--- config.mk ---
export PLATFORM = sky130hd
export DESIGN_NAME = rom_signals_sequencer
export DESIGN_NICKNAME = d
export VERILOG_FILES = /design/src/rtl/rom_signals_pkg.sv /design/src/rtl/rom_signals_hold_counter.sv /design/src/rtl/rom_signals_sequencer.sv
export SDC_FILE = /design/constraint.sdc
export NUM_CORES = 1
export LEC_CHECK = 0
export ABC_AREA = 1
export BUFFER_PORTS_ARGS = -buffer_cell sky130_fd_sc_hd__buf_2
export CORE_MARGIN = 2
export CORE_UTILIZATION = 35
export DETAILED_ROUTE_END_ITERATION = 10
export GPL_TIMING_DRIVEN = 0
export PLACE_DENSITY_LB_ADDON = 0.08
export SLEW_MARGIN = 15
export SYNTH_ARGS = -nofsm -noshare
export SYNTH_HDL_FRONTEND = slang
export SYNTH_SLANG_ARGS = --single-unit
--- constraint.sdc ---
create_clock -name clk_i -period 2.35 [get_ports clk_i]
set_input_delay 0.5875 -clock clk_i [delete_from_list [all_inputs] [get_ports clk_i]]
set_output_delay 0.5875 -clock clk_i [all_outputs]
set_load 0.01 [all_outputs]
--- src/rtl/rom_signals_pkg.sv ---
// Shared definitions for the control-signal ROM sequencer.
// Contents: default width localparams and the sequencer FSM state encoding.
// Optional feature macro used by the sequencer: ROM_SIGNALS_LOOP_EN.
package rom_signals_pkg;

    localparam int ROM_SIG_WIDTH_DEF   = 10;
    localparam int SIG_ADDRS_WIDTH_DEF = 10;
    localparam int HOLD_WIDTH_DEF      = 8;
    localparam int LOOP_WIDTH_DEF      = 8;

    // Plain vector encoding keeps the state register compatible with older tools.
    typedef logic [1:0] state_t;

    localparam state_t ST_IDLE  = 2'd0;
    localparam state_t ST_FETCH = 2'd1;
    localparam state_t ST_HOLD  = 2'd2;
    localparam state_t ST_DONE  = 2'd3;

endpackage

--- src/rtl/rom_signals_hold_counter.sv ---
// Loadable down-counter that times how long each control word stays valid.
// Ports:
//   clk_i, rst_i : clock and synchronous active-high reset
//   load         : load load_value (has priority over en)
//   load_value   : value loaded on load
//   en           : decrement enable (low while the sequence is stalled)
//   zero         : count is zero
// The counter saturates at zero rather than wrapping.
module rom_signals_hold_counter
    import rom_signals_pkg::*;
#(
    parameter int WIDTH = HOLD_WIDTH_DEF
) (
    input  logic             clk_i,
    input  logic             rst_i,
    input  logic             load,
    input  logic [WIDTH-1:0] load_value,
    input  logic             en,
    output logic             zero
);

    logic [WIDTH-1:0] count_r;

    // Count register: load, decrement when enabled, otherwise hold.
    always_ff @(posedge clk_i) begin
        if (rst_i) begin
            count_r <= {WIDTH{1'b0}};
        end else if (load) begin
            count_r <= load_value;
        end else if (en && (count_r != {WIDTH{1'b0}})) begin
            count_r <= count_r - {{(WIDTH-1){1'b0}}, 1'b1};
        end else begin
            count_r <= count_r;
        end
    end

    assign zero = (count_r == {WIDTH{1'b0}});

endmodule

--- src/rtl/rom_signals_sequencer.sv ---
// Sequencer for the control-signal ROM. A start pulse latches an inclusive
// address window and a hold count; the block then fetches each word, holds
// it valid for hold+1 unstalled cycles and prefetches the next word in the
// last hold cycle so consecutive words are issued without a bubble.
// Ports:
//   clk_i, rst_i          : clock, synchronous active-high reset
//   start_i               : start request (ignored while busy)
//   first_addrs_i         : first ROM address of the window
//   last_addrs_i          : last ROM address of the window (inclusive)
//   hold_cycles_i         : each word is valid for hold+1 cycles
//   stall_i               : freezes the hold counter and prefetch
//   abort_i               : ends the sequence without done_o
//   loop_count_i          : extra passes (only with ROM_SIGNALS_LOOP_EN)
//   addrs_rom_signal_o    : ROM address
//   rd_rom_signals_ld_o   : ROM read strobe
//   rom_signals_data_i    : ROM data, combinational from the address
//   ctrl_word_o           : registered control word, 0 when not valid
//   ctrl_valid_o          : control word valid
//   busy_o                : sequence in progress
//   done_o                : one-cycle pulse on normal completion
// Optional feature: define ROM_SIGNALS_LOOP_EN to add multi-pass looping.
//
// The ROM address and strobe are combinational: the prefetch must present
// the next address in the same cycle the hold counter expires, and whether
// that happens depends on stall_i/abort_i in that cycle.
module rom_signals_sequencer
    import rom_signals_pkg::*;
#(
    parameter int ROM_SIG_WIDTH   = ROM_SIG_WIDTH_DEF,
    parameter int SIG_ADDRS_WIDTH = SIG_ADDRS_WIDTH_DEF,
    parameter int HOLD_WIDTH      = HOLD_WIDTH_DEF,
    parameter int LOOP_WIDTH      = LOOP_WIDTH_DEF
) (
    input  logic                       clk_i,
    input  logic                       rst_i,
    input  logic                       start_i,
    input  logic [SIG_ADDRS_WIDTH-1:0] first_addrs_i,
    input  logic [SIG_ADDRS_WIDTH-1:0] last_addrs_i,
    input  logic [HOLD_WIDTH-1:0]      hold_cycles_i,
    input  logic                       stall_i,
    input  logic                       abort_i,
`ifdef ROM_SIGNALS_LOOP_EN
    input  logic [LOOP_WIDTH-1:0]      loop_count_i,
`endif
    output logic [SIG_ADDRS_WIDTH-1:0] addrs_rom_signal_o,
    output logic                       rd_rom_signals_ld_o,
    input  logic [ROM_SIG_WIDTH-1:0]   rom_signals_data_i,
    output logic [ROM_SIG_WIDTH-1:0]   ctrl_word_o,
    output logic                       ctrl_valid_o,
    output logic                       busy_o,
    output logic                       done_o
);

    state_t                     state_r;
    state_t                     next_state_s;
    logic [SIG_ADDRS_WIDTH-1:0] addr_r;
    logic [SIG_ADDRS_WIDTH-1:0] first_r;
    logic [SIG_ADDRS_WIDTH-1:0] last_r;
    logic [HOLD_WIDTH-1:0]      hold_r;
    logic [ROM_SIG_WIDTH-1:0]   ctrl_word_r;
    logic                       ctrl_valid_r;
    logic                       busy_r;
    logic                       done_r;

    logic                       accept_start_s;
    logic                       advance_s;
    logic                       capture_s;
    logic                       load_cnt_s;
    logic                       dec_cnt_s;
    logic                       cnt_zero_s;
    logic                       is_last_s;
    logic [SIG_ADDRS_WIDTH-1:0] next_addr_s;

`ifdef ROM_SIGNALS_LOOP_EN
    logic [LOOP_WIDTH-1:0]      passes_r;
    logic                       pass_dec_s;
`endif

    assign is_last_s      = (addr_r == last_r);
    assign accept_start_s = (state_r == ST_IDLE) && start_i && !abort_i;

    // Next-state, prefetch and counter control.
    always_comb begin
        next_state_s = state_r;
        advance_s    = 1'b0;
        capture_s    = 1'b0;
        load_cnt_s   = 1'b0;
        dec_cnt_s    = 1'b0;
        next_addr_s  = addr_r;
`ifdef ROM_SIGNALS_LOOP_EN
        pass_dec_s   = 1'b0;
`endif
        case (state_r)
            ST_IDLE: begin
                if (accept_start_s) begin
                    next_state_s = ST_FETCH;
                end else begin
                    next_state_s = ST_IDLE;
                end
            end
            ST_FETCH: begin
                if (abort_i) begin
                    next_state_s = ST_IDLE;
                end else begin
                    next_state_s = ST_HOLD;
                    capture_s    = 1'b1;
                    load_cnt_s   = 1'b1;
                end
            end
            ST_HOLD: begin
                if (abort_i) begin
                    next_state_s = ST_IDLE;
                end else if (stall_i) begin
                    next_state_s = ST_HOLD;
                end else if (!cnt_zero_s) begin
                    dec_cnt_s    = 1'b1;
                end else if (!is_last_s) begin
                    // Prefetch: fetch the next word in the final hold cycle.
                    advance_s    = 1'b1;
                    capture_s    = 1'b1;
                    load_cnt_s   = 1'b1;
                    next_addr_s  = addr_r + {{(SIG_ADDRS_WIDTH-1){1'b0}}, 1'b1};
`ifdef ROM_SIGNALS_LOOP_EN
                end else if (passes_r != {LOOP_WIDTH{1'b0}}) begin
                    // Another pass: restart at the first address, still gapless.
                    advance_s    = 1'b1;
                    capture_s    = 1'b1;
                    load_cnt_s   = 1'b1;
                    pass_dec_s   = 1'b1;
                    next_addr_s  = first_r;
`endif
                end else begin
                    next_state_s = ST_DONE;
                end
            end
            ST_DONE: begin
                next_state_s = ST_IDLE;
            end
            default: begin
                next_state_s = ST_IDLE;
            end
        endcase
    end

    // ROM address and strobe: the register value except during a prefetch.
    always_comb begin
        if (advance_s) begin
            addrs_rom_signal_o = next_addr_s;
        end else begin
            addrs_rom_signal_o = addr_r;
        end
        rd_rom_signals_ld_o = (state_r == ST_FETCH) || advance_s;
    end

    // State register.
    always_ff @(posedge clk_i) begin
        if (rst_i) begin
            state_r <= ST_IDLE;
        end else begin
            state_r <= next_state_s;
        end
    end

    // Window/hold latches and the current address register.
    always_ff @(posedge clk_i) begin
        if (rst_i) begin
            addr_r  <= {SIG_ADDRS_WIDTH{1'b0}};
            first_r <= {SIG_ADDRS_WIDTH{1'b0}};
            last_r  <= {SIG_ADDRS_WIDTH{1'b0}};
            hold_r  <= {HOLD_WIDTH{1'b0}};
        end else if (accept_start_s) begin
            addr_r  <= first_addrs_i;
            first_r <= first_addrs_i;
            last_r  <= last_addrs_i;
            hold_r  <= hold_cycles_i;
        end else if (advance_s) begin
            addr_r  <= next_addr_s;
        end else begin
            addr_r  <= addr_r;
        end
    end

`ifdef ROM_SIGNALS_LOOP_EN
    // Remaining extra passes.
    always_ff @(posedge clk_i) begin
        if (rst_i) begin
            passes_r <= {LOOP_WIDTH{1'b0}};
        end else if (accept_start_s) begin
            passes_r <= loop_count_i;
        end else if (pass_dec_s) begin
            passes_r <= passes_r - {{(LOOP_WIDTH-1){1'b0}}, 1'b1};
        end else begin
            passes_r <= passes_r;
        end
    end
`endif

    // Registered datapath outputs; the word is forced to 0 outside HOLD.
    always_ff @(posedge clk_i) begin
        if (rst_i) begin
            ctrl_word_r  <= {ROM_SIG_WIDTH{1'b0}};
            ctrl_valid_r <= 1'b0;
            busy_r       <= 1'b0;
            done_r       <= 1'b0;
        end else begin
            if (capture_s) begin
                ctrl_word_r <= rom_signals_data_i;
            end else if (next_state_s != ST_HOLD) begin
                ctrl_word_r <= {ROM_SIG_WIDTH{1'b0}};
            end else begin
                ctrl_word_r <= ctrl_word_r;
            end
            ctrl_valid_r <= (next_state_s == ST_HOLD);
            busy_r       <= (next_state_s != ST_IDLE);
            done_r       <= (next_state_s == ST_DONE);
        end
    end

    rom_signals_hold_counter #(
        .WIDTH (HOLD_WIDTH)
    ) u_hold_counter (
        .clk_i      (clk_i),
        .rst_i      (rst_i),
        .load       (load_cnt_s),
        .load_value (hold_r),
        .en         (dec_cnt_s),
        .zero       (cnt_zero_s)
    );

    assign ctrl_word_o  = ctrl_word_r;
    assign ctrl_valid_o = ctrl_valid_r;
    assign busy_o       = busy_r;
    assign done_o       = done_r;

endmodule

==> impl_summary.md, run 1 <==
Timing
In this run the tightest slew margin relative to its limit is 60.0%. The number of failing hold endpoints at the final stage is 0. The total count of max-transition violations in the final report is 0.

The minimum setup slack in the final design is -0.167 ns. Setup repair after global routing could not meet its margin everywhere. The upper clock frequency limit is 397 MHz. The actual transition at the worst max-transition pin is 0.599 ns.

The smallest clock period supported by the final layout is computed as 2.52 ns. The period utilization is 107%. The maximum clock skew at final layout is 0.0132 ns. For the final routed database, the setup TNS stands at -1.25 ns.

Setup violations remaining at the end of the flow were counted as 11.

Synth
Summing the areas of all xor and xnor instances in the mapped netlist gives 6.59% of the synthesized area. The post-synthesis share of cell area spent on and, or, nand and nor gates is 25.8%. For this run, asynchronously set or reset flops after synthesis account for 0%.

Counting instances in the post-synthesis netlist gives the leading cell types as nand2_1 (62), dfxtp_1 (51), nor2_1 (50), inv_1 (48), o21ai_0 (36). After synthesis, the mean cell area works out to 7.06 µm². The number of standard cells after synthesis is 358.

The dominant combinational cell family by area after synthesis is simple AND/OR/NAND/NOR gates. Sequential cells were found to cover 40.4% of the synthesized design area. The adder and majority gate portion of the synthesized area is 2.97%. The top cell type's share of synthesized area is 40.4%. In this run, synthesis produced a sequential element count of 51. The number of nets in the synthesized netlist is 407. Among all flip-flop cells after synthesis, the most frequent one is dfxtp_1.

The proportion of synthesized area in mux cells is 0%. The biggest area contributor in the post-synthesis netlist is dfxtp_1. Counting flops with a built-in enable in the synthesized netlist gives 0. The number of warnings reported in the yosys synthesis log is 0. By area the synthesized netlist is led by dfxtp_1 (40%), nand2_1 (9.2%), nor2_1 (7.4%). The compound-cell area share of the yosys netlist is 14.1%. Yosys instantiated no cell more often than nand2_1.

The number of distinct standard cells referenced by the synthesized netlist is 30. In this run the cell area of the synthesized design comes to 2530 µm².

Setup path
The reg-to-reg endpoint is ctrl_word_o[3]. STA classifies the critical path endpoint as an output pin. Among all stages on the critical path, the largest delay is contributed by dfxtp_2. In this run the critical register-to-register path is launched from state_r[0].

The maximum fanout along the worst path is 5. The reg2reg setup slack is 0.23 ns. For the worst flop-to-flop path, the logic depth is 13. In this design, the stage delay of the slowest critical-path cell is 0.35 ns. Walking the worst path, the cells encountered are inv_4 > ha_4 > inv_1 > nor2_2 > nand2_2 > buf_4 > nor4_2 > nand2_2 > xor2_2 > buf_2.

The data arrival time of the worst path is 1.93 ns. The worst setup path is launched from a register. The required time of the worst setup path is 1.76 ns. The type of the worst setup path is register to output pin.

Among the stages of the critical path, the cell type that occurs most often is nand2_2. The number of buffers and inverters on the critical path is 4. The critical path's top delay family is simple AND/OR/NAND/NOR gates.

Detailed routing
For this block, the initial DRC count from the detailed router was 76. The number of nets still failing antenna checks after routing is 0. The routed design has 6950 µm of wire. After detailed routing, the number of vias per cell comes to 4.57.

The number of detailed-route iterations in the first pass is 5. After detailed routing, the average wire length per cell comes to 12.7 µm. The number of remaining DRC errors is 0. The total number of vias is 2503.

Pwr
The part of the power in the clock network is 31.0%. The cell-internal power is 0.00123 W. The portion of total power attributed to sequential cells is 53.8%. Of the total power, combinational logic draws 15.2%. The static power due to leakage is 1.57 nW. The switching portion of total power is 28.8%. In this run the power spent charging and discharging nets is 0.000495 W. Dividing total power by cell area gives a power density of 507 nW/µm². Across the VDD grid, the largest voltage drop is 0.256 mV.

The total chip power is 0.00172 W.

Hold path
The type of the most critical hold path is register to register. The startpoint identified for the worst hold timing path is hold_r[6]. The capture endpoint of the worst hold path is hold_r[6]. Counting instances, the worst hold path has a depth of 2.

Clocking
In this run, CTS created clock tree buffers numbering 5. The clock insertion delay at the later pin of the skew report is 0.31 ns. The clock tree from TritonCTS is yes.

The clock transition time at the flip-flop clock pins of the worst setup and hold paths is 0.10 ns. The clock net in this run drives a total of 51 sinks. The maximum clock path buffer count is 2.

The maximum level of the CTS H-tree is 2. The buffer cell driving the clock tree root is clkbuf_8.

Die
The floorplan step defined a die boundary enclosing 7910 µm². Pin placement for this block handled 67 I/O pins. The die is 89.0 µm wide. The core outline area is 6910 µm².

In this run the vertical extent of the chip is 89.0 µm. The standard-cell row count is 30. The initial core utilization is 36.6%.

Place
Routability-driven placement finished with a final weighted congestion of 0.793. The port buffer count is 66. After legalization and detailed placement, the total HPWL measured 4880 µm. After detailed placement, the total cell area comes to 2980 µm².

Global routing
The total overflow left after global routing is 0. met2 is the most crowded layer. The wire length of the first global-routing pass is 10700 µm. The fraction of met1 tracks used by global routing is 25.1%. The number of antenna violations at the first check in global routing is 0. The global routing usage on met3 is 3.69%.

The overall routing resource usage is 17.5%. The via count of the first global-routing pass is 2220. The largest net degree at the start of global routing is 18. The met2 usage is 27.2%.

Status
The run finished, with violations left. The checks that failed: negative setup slack.

Layout
The synthesis-to-layout area growth is 34.4%. The final layout net count is 500. The footprint of the flip-flops and latches is 1040 µm². The multi-input combinational cell area is 1380 µm². Cells with a size suffix above 1 make up 33.2% of the layout. The repair_antennas step left the layout with diodes totalling 0. The number of fill cells in the layout is 759. With fillers left out, the area of the finished cells amounts to 3400 µm².

Job
Max-cap violations in this run came to 0.
kinds of logic after synthesis:
group                    count (synthesis)
buffers and inverters                   63
adder cells (fa/ha/maj)                  6
AO/OA/AOI/OAI                           67
AND/OR/NAND/NOR                        152
XOR/XNOR                                19
flip-flops                              51
layout by cell type, fill, tap and decap left out, drive strengths merged, types with 2 or more instances in the layout:
| cell | count |
|---|---|
| nand2 | 65 |
| clkinv | 2 |
| dfxtp | 51 |
| xnor2 | 4 |
| xor2 | 15 |
| buf | 91 |
| clkbuf | 12 |
| o21ai | 36 |
| nand4 | 3 |
| nor2 | 53 |
| nor3 | 3 |
| a31oi | 3 |
| or2 | 3 |
| nand3b | 2 |
| inv | 51 |
| a21oi | 27 |
| ha | 6 |
| nand3 | 22 |
state kept, by name (all words and copies together), names as in the netlist:
name and cells:
ctrl_valid_o 1, last_r 10, u_hold_counter.count_r 8, busy_o 1, done_o 1, hold_r 8, ctrl_word_o 10, addr_r 10
state_r 2
what timing repair did:
item                       4_1_cts  5_1_grt
gates resized for setup         29       27
setup endpoints to repair       11       11
hold buffers                     0        0
buffers inserted                12        8
pin swaps                       11       14
through the flow:
step / hold slack, ns / util (%) / setup slack (ns) / instances
2_1_floorplan: 0.424 / - / 0.200 / 358
3_3_place_gp: 0.437 / 43.1 / -0.197 / 520
3_5_place_dp: 0.441 / 43.1 / -0.220 / 520
4_1_cts: 0.465 / 46.6 / -0.199 / 540
5_1_grt: 0.499 / 49.2 / -0.274 / 548
6_report: 0.459 / 49.2 / -0.167 / 548
how the worst max path moves through the flow:
stage / slack (ns) / cells after the start / from / end
3_5_place_dp: -0.22 / 10 / abort_i / addrs_rom_signal_o[5]
3_3_place_gp: -0.20 / 10 / abort_i / addrs_rom_signal_o[5]
6_report: -0.17 / 10 / state_r[0] / addrs_rom_signal_o[8]
2_1_floorplan: 0.20 / 8 / abort_i / addrs_rom_signal_o[5]
5_1_grt: -0.27 / 12 / state_r[0] / addrs_rom_signal_o[5]
4_1_cts: -0.20 / 11 / u_hold_counter.count_r[2] / addrs_rom_signal_o[5]
worst min-delay path: stages (launching register included):
cell     delay (ns)
dfxtp_1        0.33
inv_1          0.05
a21oi_1        0.05
layout make-up:
type | instances | share of cell area (%)
plain buffers | 12 | 1.88
clock buffers | 5 | 2.03
clock inverters | 3 | 0.737
inverters | 51 | 5.86
multi-input cells | 244 | 40.6
flip-flops and latches | 51 | 30.6
well taps | 96 | 3.54
repair buffers | 86 | 14.7
routing by layer:
| layer | wire length, µm | share of wire (%) | vias up |
|---|---|---|---|
| met1 | 3410 | 49 | 1127 |
| li1 | - | - | 1309 |
| met5 | 0 | 0 | - |
| met2 | 3150 | 45 | 61 |
| met4 | 71 | 1.0 | 0 |
| met3 | 317 | 4.6 | 6 |
power groups by stage:
stage	registers, W	clock network (W)	logic (W)
CTS	0.000924	0.000549	0.000247
finish	0.000926	0.000533	0.000262
global placement	0.000944	0	0.000231
global route	0.000931	0.000587	0.000293
detailed placement	0.000945	0	0.000234
floorplan	0.000939	0	0.000146
No activity file was read; power rests on OpenSTA's default activity.
==> run 2: changes to the inputs <==
--- a/config.mk
+++ b/config.mk
@@ -5,7 +5,7 @@
 export SDC_FILE = /design/constraint.sdc
 export NUM_CORES = 1
 export LEC_CHECK = 0
-export ABC_AREA = 1
+export ABC_AREA = 0
 export BUFFER_PORTS_ARGS = -buffer_cell sky130_fd_sc_hd__buf_2
 export CORE_MARGIN = 2
 export CORE_UTILIZATION = 35
==> impl_summary.md, run 2 <==
Status
The flow ran to the end, but the final reports show violations. The checks that failed: negative setup slack.

Die
The initial core utilization is 35.8% (-0.82 points). The core outline area came to 7690 µm² (+11%). The boundary pin count was 67 (unchanged). The floorplan die width is 92.6 µm (+4.1%).

The total die area came to 8580 µm² (+8.4%). The standard-cell row count is 32 (+6.7%). The height of the chip is 92.6 µm (+4.1%).

Timing
The total count of max-transition violations in the final report was 0 (unchanged). The setup total negative slack was -2.49 ns (-1.24 ns). The minimum hold slack is 0.462 ns (+0.00372 ns). The number of failing hold endpoints at the final stage is 0 (unchanged). The normalized max-slew margin was 55.6% (-4.4 points). The post-route minimum period is 2.68 ns (+0.161 ns). The maximum clock skew at final layout is 0.00488 ns (-0.00827 ns). The upper clock frequency limit is 373 MHz (-6.0%). The total setup violations reported at the end of the flow is 11 (unchanged). The period utilization was 114% (+6.9 points). Setup repair after global routing could not meet its margin everywhere. The actual transition at the worst max-transition pin is 0.664 ns (+0.0648 ns). The minimum setup slack in the final design is -0.328 ns (-0.161 ns).

Detailed routing
The number of detailed-route iterations in the first pass is 4 (-1). The overall routed net length is 7670 µm (+10%). The number of remaining DRC errors is 0 (unchanged). The number of nets still failing antenna checks after routing is 0 (unchanged). The iteration-0 DRC count of the detailed router was 100 (+32%). The via count normalized by instance count is 5.15 (+13%). The total number of vias is 2660 (+6.3%). The average wire per standard cell came to 14.8 µm (+17%).

Place
The final weighted congestion of routability-driven global placement came to 0.789 (-0.57%). The pre-CTS setup slack is -0.363 ns (-0.143 ns). The post-placement cell area is 3220 µm² (+8.2%).

The detailed placement HPWL is 5390 µm (+10%). The port buffer count is 64 (-3.0%).

Clocking
The clock net sink count came to 51 (unchanged). The maximum clock path buffer count is 2 (unchanged). The maximum level of the CTS H-tree is 2 (unchanged).

The total of hold buffers inserted after clock tree synthesis is 0 (unchanged). The buffer cell driving the clock tree root is clkbuf_8. The clock transition time at the flip-flop clock pins of the worst setup and hold paths is 0.09 ns (about the same). The number of CTS-inserted buffers is 5 (unchanged). The clock tree from TritonCTS is yes. The clock insertion delay at the later pin of the skew report is 0.31 ns (about the same).

Synth
The synthesized netlist net count is 357 (-12%). The average instance area after synthesis is 8.92 µm² (+26%). The most used flip-flop cell after synthesis is dfxtp_1. The area of the mapped netlist came to 2750 µm² (+8.8%).

In the synthesized netlist, the cells that appear most often are nand2_1 (57), dfxtp_1 (51), a21oi_1 (26), nand3_1 (19), xor2_1 (15). The proportion of synthesized flip-flops having asynchronous set or reset is 0% (unchanged). The number of synthesized flops with an enable pin is 0 (unchanged).

The total of flip-flops plus latches after synthesis is 51 (unchanged). Yosys attributes the largest share of cell area to dfxtp_1 (37%), nand2_1 (7.8%), xor2_1 (4.8%). The sequential-to-total area share from yosys stat is 37.1% (-3.3 points).

The number of standard cells after synthesis was 308 (-14%). nand2_1 is the most common cell in the netlist. The largest total area in the synthesized netlist belongs to dfxtp_1. The top cell type's share of synthesized area was 37.1% (-3.3 points).

The number of distinct standard cells referenced by the synthesized netlist came to 54 (+80%). The number of warnings reported in the yosys synthesis log came to 0 (unchanged).

Global routing
The number of antenna violations at the first check in global routing came to 0 (unchanged). The remaining global-route overflow is 0 (unchanged). The largest net degree at the start of global routing is 16 (-2). The via count of the first global-routing pass came to 2537 (+14%). The overall routing resource usage is 18.5% (+1.0 points).

The wire length of the first global-routing pass is 12700 µm (+18%).

Pwr
The total chip power is 0.00182 W (+5.8%). The peak ir drop on the vdd network came to 0.241 mV (-5.8%). The static power due to leakage is 1.71 nW (+8.7%). The power density over cell area is 470 nW/µm² (-7.2%).

Layout
The post-layout instance area is 3870 µm² (+14%). The final layout net count came to 463 (-7.4%). The antenna cell count is 0 (unchanged). The synthesis-to-layout area growth is 40.9%. In the layout the commonest cells are buf_2 (61), nand2_1 (52), buf_4 (33).

The number of fill cells in the layout was 764 (+0.66%). The share of cells above drive strength 1 was 47.0% (+14 points). Leaving out fill and tap cells, the most frequent cell in the layout is buf_2.

Setup path
The type of the worst setup path is register to output pin. STA classifies the critical path startpoint as a register. The maximum fanout along the worst path is 6 (+1). The required time of the worst setup path is 1.76 ns (about the same). The capturing element type of the critical path is an output pin. The data arrival time of the worst path was 2.09 ns (+0.16 ns).

Job
The max capacitance violation total was 0 (unchanged).

Hold path
The type of the most critical hold path is register to register.
run 2: cell count changes after synthesis, sizes merged, moves of 5 or more:
cell / delta
nor2: -46
inv: -44
o21ai: -27
o32ai: +10
nand2: -8
o211a: +8
or3: +8
a311oi: +5
o211ai: +5
run 2: layer usage:
metal  part of all wire [%]  wire [µm]  track usage (%)  vias to the layer above
met5                      0          0                0                        -
met4                   0.70         54             3.68                        0
met3                    4.4        335             3.34                        7
met2                     46       3500             29.4                       55
met1                     49       3770             26.4                     1274
li1                       -          -                -                     1324
run 2: critical path, cell delays in order (launching register included):
cell	delay [ns]
dfxtp_2	0.34
inv_2	0.07
ha_4	0.13
nor3b_4	0.23
nand3_4	0.15
a31o_4	0.27
or4_4	0.43
nand2_2	0.08
buf_6	0.09
run 2: worst paths after layout:
check                                 from                     to  slack [ns]  cells past startpoint
worst min-delay path             hold_r[6]              hold_r[6]        0.46                      2
worst max-delay path            state_r[0]  addrs_rom_signal_o[8]       -0.33                      8
worst max register to register  state_r[0]              last_r[8]        0.15                     10
worst min register to register   hold_r[6]              hold_r[6]        0.46                      2
run 2: kinds of logic after synthesis:
logic type | Yosys count | synth area share, %
compound gates | 74 | 21.8
xor+xnor | 21 | 6.69
fa+ha+maj | 6 | 2.73
buf+inv | 25 | 4.46
flops | 51 | 37.1
mux | 2 | 0.910
simple gates | 129 | 26.2
run 2: per-stage QoR:
stage / utilization (%) / cells
floorplan: - / 308
global placement: 41.9 / 474
detailed placement: 41.9 / 474
CTS: 48.7 / 511
global route: 50.4 / 517
finish: 50.4 / 517
run 2: power by group:
group	total (W)	switching, W	internal [W]	leakage, nW
Sequential	0.000926	0.0000336	0.000893	0.424
Combinational	0.000348	0.000179	0.000170	1.24
Clock	0.000546	0.000304	0.000242	0.0484
Total	0.00182	0.000516	0.00130	1.71
run 2: area by class of cell:
type / count / area [µm²] / share of cell area [%]
clock buffer: 7 / 86.3 / 2.23
multi-input combinational: 232 / 1820 / 47.1
sequential: 51 / 1050 / 27.2
tap: 102 / 128 / 3.30
inverter: 7 / 26.3 / 0.679
clock inverter: 1 / 8.76 / 0.226
buffer: 17 / 108 / 2.78
timing repair buffer: 100 / 638 / 16.5
run 2: what timing repair did:
action,4_1_cts,5_1_grt
gates cloned,0,0
resized for setup,55,24
setup endpoints to repair,11,49
setup buffers,30,8
pin swaps,19,7
